**config.mk**
```make
export PLATFORM = sky130hd
export DESIGN_NAME = cpu_bus_watchdog
export DESIGN_NICKNAME = d
export VERILOG_FILES = /design/src/rtl/cpu_bus_watchdog.sv
export SDC_FILE = /design/constraint.sdc
export NUM_CORES = 1
export LEC_CHECK = 0
export ABC_CLOCK_PERIOD_IN_PS = 2120
export BUFFER_PORTS_ARGS = -buffer_cell sky130_fd_sc_hd__buf_4
export CAP_MARGIN = 20
export CELL_PAD_IN_SITES_DETAIL_PLACEMENT = 1
export CELL_PAD_IN_SITES_GLOBAL_PLACEMENT = 2
export CORE_MARGIN = 10
export CORE_UTILIZATION = 26
export DETAILED_ROUTE_END_ITERATION = 6
export PLACE_DENSITY = 0.79
export SYNTH_ARGS = -nofsm -noshare
export SYNTH_HDL_FRONTEND = slang
export SYNTH_SLANG_ARGS = --single-unit
```
**constraint.sdc**
```tcl
create_clock -name clk -period 2.12 [get_ports clk]
set_input_delay 0.212 -clock clk [delete_from_list [all_inputs] [get_ports clk]]
set_output_delay 0.212 -clock clk [all_outputs]
set_load 0.1 [all_outputs]
```
**src/rtl/cpu_bus_watchdog.sv**
```systemverilog
`default_nettype none
// ============================================================================
// Module      : cpu_bus_watchdog
// Description : Registered stage between the picorv32 memory interface and
//               the address decoder. Forwards each access, returns the
//               decoder response one cycle later and bounds every access with
//               a cycle timeout. A timed-out access is completed locally with
//               read data 0 (illegal instruction) and logged in the error
//               status registers.
// Revision    : 1.0 - initial release
// ============================================================================
module cpu_bus_watchdog #(
  parameter int TIMEOUT_CYCLES = 255,
  parameter int ERR_CNT_WIDTH  = 8
) (
  input  logic                     clk,
  input  logic                     reset_n,
  input  logic                     cpu_valid,
  input  logic [31:0]              cpu_addr,
  input  logic                     cpu_instr,
  input  logic [3:0]               cpu_wstrb,
  output logic                     cpu_ready,
  output logic [31:0]              cpu_rdata,
  output logic                     slave_valid,
  input  logic                     slave_ready,
  input  logic [31:0]              slave_rdata,
  input  logic                     clear_err,
  output logic                     timeout_irq,
  output logic                     timeout_sticky,
  output logic [ERR_CNT_WIDTH-1:0] err_count,
  output logic [31:0]              last_err_addr,
  output logic                     last_err_instr
);

  localparam int                     CNT_W    = $clog2(TIMEOUT_CYCLES + 1);
  localparam logic [CNT_W-1:0]       CNT_LAST = CNT_W'(TIMEOUT_CYCLES - 1);
  localparam logic [CNT_W-1:0]       CNT_ONE  = CNT_W'(1);
  localparam logic [ERR_CNT_WIDTH-1:0] ERR_MAX = '1;
  localparam logic [ERR_CNT_WIDTH-1:0] ERR_ONE = ERR_CNT_WIDTH'(1);

  typedef enum logic [1:0] {
    S_IDLE = 2'd0,
    S_WAIT = 2'd1,
    S_RESP = 2'd2
  } state_t;

  state_t           state;
  logic [CNT_W-1:0] cycle_cnt;
  logic             timeout_hit;
  logic             unused_wstrb;

  // Write strobes travel to the decoder on their own path; writes follow the
  // same handshake as reads, so the watchdog itself never looks at them.
  assign unused_wstrb = ^cpu_wstrb;

  // Only the WAIT state exposes the request; the IDLE bubble after each
  // response guarantees the decoder sees slave_valid low between accesses.
  assign slave_valid = (state == S_WAIT) && cpu_valid;

  // A ready response on the last allowed cycle beats the timeout.
  assign timeout_hit = (state == S_WAIT) && !slave_ready && (cycle_cnt == CNT_LAST);

  // Access FSM with registered response outputs.
  always_ff @(posedge clk) begin
    if (!reset_n) begin
      state       <= S_IDLE;
      cycle_cnt   <= '0;
      cpu_ready   <= 1'b0;
      cpu_rdata   <= 32'h0000_0000;
      timeout_irq <= 1'b0;
    end else begin
      cpu_ready   <= 1'b0;
      timeout_irq <= 1'b0;
      case (state)
        S_IDLE: begin
          if (cpu_valid) begin
            state     <= S_WAIT;
            cycle_cnt <= '0;
          end
        end
        S_WAIT: begin
          cycle_cnt <= cycle_cnt + CNT_ONE;
          if (slave_ready) begin
            state     <= S_RESP;
            cpu_ready <= 1'b1;
            cpu_rdata <= slave_rdata;
          end else if (timeout_hit) begin
            state       <= S_RESP;
            cpu_ready   <= 1'b1;
            cpu_rdata   <= 32'h0000_0000;
            timeout_irq <= 1'b1;
          end else if (!cpu_valid) begin
            // CPU withdrew the request: drop it silently.
            state <= S_IDLE;
          end
        end
        S_RESP: begin
          state <= S_IDLE;
        end
        default: begin
          state <= S_IDLE;
        end
      endcase
    end
  end

  // Error status; a timeout in the same cycle as clear_err takes priority.
  always_ff @(posedge clk) begin
    if (!reset_n) begin
      timeout_sticky <= 1'b0;
      err_count      <= '0;
      last_err_addr  <= 32'h0000_0000;
      last_err_instr <= 1'b0;
    end else if (timeout_hit) begin
      timeout_sticky <= 1'b1;
      last_err_addr  <= cpu_addr;
      last_err_instr <= cpu_instr;
      if (clear_err) begin
        err_count <= ERR_ONE;
      end else if (err_count != ERR_MAX) begin
        err_count <= err_count + ERR_ONE;
      end
    end else if (clear_err) begin
      timeout_sticky <= 1'b0;
      err_count      <= '0;
      last_err_addr  <= 32'h0000_0000;
      last_err_instr <= 1'b0;
    end
  end

endmodule
`default_nettype wire

```
==> flow_summary.json <==
{
  "status": "complete, no violations",
  "period_minus_slack_ns": 1.820,
  "htree_levels": 3,
  "antennaDiodeCount": 0,
  "drc": 0,
  "nets": 557,
  "cts.sinks": 86,
  "synth_fp_nets": 416,
  "p_sw_frac": 0.2406,
  "pwr-share-clk": 0.466,
  "die_x_um": 133.0,
  "grt_pass1_vias": 3331,
  "maxSlewViolCount": 0,
  "clk_latency_ns": 0.34,
  "ios": 151,
  "port_buffers": 146,
  "skew_ns": 0.005590,
  "wirelength_um": 11330,
  "overflow": 0,
  "track_usage": 0.1255,
  "grt_pass1_wl_um": 17880,
  "drt-vias-per-instance": 4.753,
  "slowest_delay_ns": 0.39,
  "grt_max_degree": 49,
  "cts_root_buf": "clkbuf_16",
  "worstHoldStart": "cpu_addr[11]",
  "setup_violations": 0,
  "cp.arrival_ns": 2.05,
  "finalSetupTns_ns": 0,
  "die_area_mm2": 0.01768,
  "final_cell_mix": "buf_4 (154), dfxtp_1 (84), nand2_1 (39)",
  "intPower_w": 0.002933,
  "cts_hold_buf": 0,
  "route.detailed.wl_per_inst_um": 17.25,
  "pre_cts_ws_ns": 0.3005,
  "fmax_mhz": 549.4,
  "crit_required_ns": 2.35,
  "worstSetupEndpointType": "flip-flop",
  "final_common_cell": "buf_4",
  "dr.pass1.iters": 4,
  "p_per_area_mw_per_mm2": 782.1,
  "hpwl_um": 8425,
  "initial_core_util": 0.2639,
  "synth_enable_flop_cells": 0,
  "drive_gt1_frac": 0.3773,
  "ys.flop_type": "dfxtp_1",
  "fp-row-count": 41,
  "min_path_type": "in -> reg",
  "crit_slowest_cell": "dfxtp_1",
  "syn_inst": 339,
  "pwr-share-comb": 0.106,
  "layout_setup_ws_ns": 0.2997,
  "cts_tree": "done",
  "post-cts-setup-buffers": 0,
  "clock_path_buffers": 2,
  "synth_area_per_cell_um2": 9.784,
  "cts_buffers": 9,
  "worstMarginPinSlew_ns": 0.4427,
  "finalHoldViolations": 0,
  "path_cells": "inv_1 > ha_1 > and4b_4 > and3_4 > and2_1 > buf_4 > a22o_1",
  "vias": 3123,
  "critPathMaxFanout": 33,
  "worst_setup_path_start_kind": "flip-flop",
  "relSlewSlack": 0.7049,
  "cts_resized": 0,
  "antenna_found_initial": 0,
  "yosys_register_bits": 86,
  "syn_to_final_growth_pct": 48.89,
  "path_class": "reg -> reg",
  "rsz0062_at_grt": "false",
  "drv_cap": 0,
  "synthesis.area_mm2": 0.003317,
  "seqPwrFrac": 0.428,
  "post-route-period-util": 0.8586,
  "ys_types": 45,
  "ir_drop_v": 0.0004296,
  "drt-initial-drc-count": 141,
  "power_switching_w": 0.0009292,
  "core_area_mm2": 0.01257,
  "die_h_um": 133.0,
  "p_leak_nw": 2.076,
  "clk_pin_slew_ns": 0.06,
  "gp_congestion": 0.7548,
  "critPathLaunch": "cycle_cnt[0]$_SDFFE_PN0P_",
  "seq_area_frac_synth": 0.5190,
  "final_antenna_net_count": 0,
  "yosys_warnings": 0,
  "ys_async_sr_fraction": 0,
  "r2r_start": "cycle_cnt[0]$_SDFFE_PN0P_"
}
[layout make-up]
| class | count | area [µm²] |
|---|---|---|
| Sequential cell | 86 | 1724 |
| Clock buffer | 9 | 225.2 |
| Inverter | 2 | 7.507 |
| Tap cell | 172 | 215.2 |
| Timing Repair Buffer | 156 | 1196 |
| Multi-Input combinational cell | 225 | 1458 |
| Fill cell | 1461 | 7630 |
| Clock inverter | 7 | 112.6 |
[metal layers]
layer	wire length, µm	part of all wire	vias up	track usage
met1	4992	0.44	1482	0.1449
met5	0	0	-	0
met2	4823	0.43	122	0.1859
met3	1396	0.12	9	0.07835
li1	-	-	1510	-
met4	121	0.011	0	0.04156
[stage by stage]
step	area (µm²)	cells	util	hold slack (ns)	power, W
2_1_floorplan	3319	339	-	0.3375	0.001924
3_3_place_gp	4601	641	0.3661	0.4224	0.002097
3_5_place_dp	4601	641	0.3661	0.4255	0.002105
4_1_cts	4938	657	0.3929	0.06269	0.003927
5_1_grt	4938	657	0.3929	0.06591	0.004023
6_report	4938	657	0.3929	0.07930	0.003862
[cells by family (layout without fill, tap and decap cells)]
group | after synthesis | after routing | synth area share
AO/OA/AOI/OAI | 126 | 126 | 0.2690
XOR/XNOR | 1 | 1 | 0.002641
adder cells (fa/ha/maj) | 3 | 3 | 0.01132
buffers and inverters | 28 | 174 | 0.04225
flip-flops | 86 | 86 | 0.5190
multiplexers | 3 | 3 | 0.009430
AND/OR/NAND/NOR | 92 | 92 | 0.1464
[critical path, delay by kind of cell (launching register included)]
kind,cells,cell delay (ns)
AO/OA/AOI/OAI,1,0.22
adder cells (fa/ha/maj),1,0.22
buffers and inverters,2,0.31
flip-flops,1,0.39
AND/OR/NAND/NOR,3,0.56
[power by group through the flow]
stage                     Clock (W)  Sequential, W  Combinational, W
final                       0.00180        0.00165          0.000411
after CTS                   0.00186        0.00165          0.000418
after global routing        0.00193        0.00165          0.000440
after floorplan                   0        0.00183         0.0000951
after detailed placement          0        0.00169          0.000417
after global placement            0        0.00169          0.000411
[path summary, 6_finish.rpt]
kind / slack (ns) / depth (start not counted) / to
max: 0.30 / 7 / last_err_addr[28]$_SDFFE_PN0P_
min: 0.08 / 2 / last_err_addr[11]$_SDFFE_PN0P_
max reg2reg: 0.30 / 7 / last_err_addr[28]$_SDFFE_PN0P_
min reg2reg: 0.48 / 1 / last_err_addr[27]$_SDFFE_PN0P_
[synthesized netlist by cell type, types with 3 or more instances]
library cell / count / share of area
a21boi_0: 23 / 0.052
ha_1: 3 / 0.011
nor3_1: 3 / 0.0045
nand3_1: 9 / 0.014
clkbuf_1: 15 / 0.017
nor2b_1: 3 / 0.0057
nor2_1: 6 / 0.0068
nand2_1: 39 / 0.044
nand2b_1: 5 / 0.0094
nand4_1: 4 / 0.0075
dfxtp_1: 86 / 0.52
buf_6: 3 / 0.010
buf_2: 7 / 0.011
a21boi_1: 11 / 0.025
a21oi_1: 7 / 0.011
a22o_1: 33 / 0.087
and2_1: 8 / 0.015
o21ai_0: 38 / 0.057
[registers in the layout, summed over array words and instances (netlist names), 2 cells and up]
name and flops:
cpu_rdata 32, cycle_cnt 8, err_count 8, last_err_addr 32, state 2
Power figures use the tool's default switching activity.
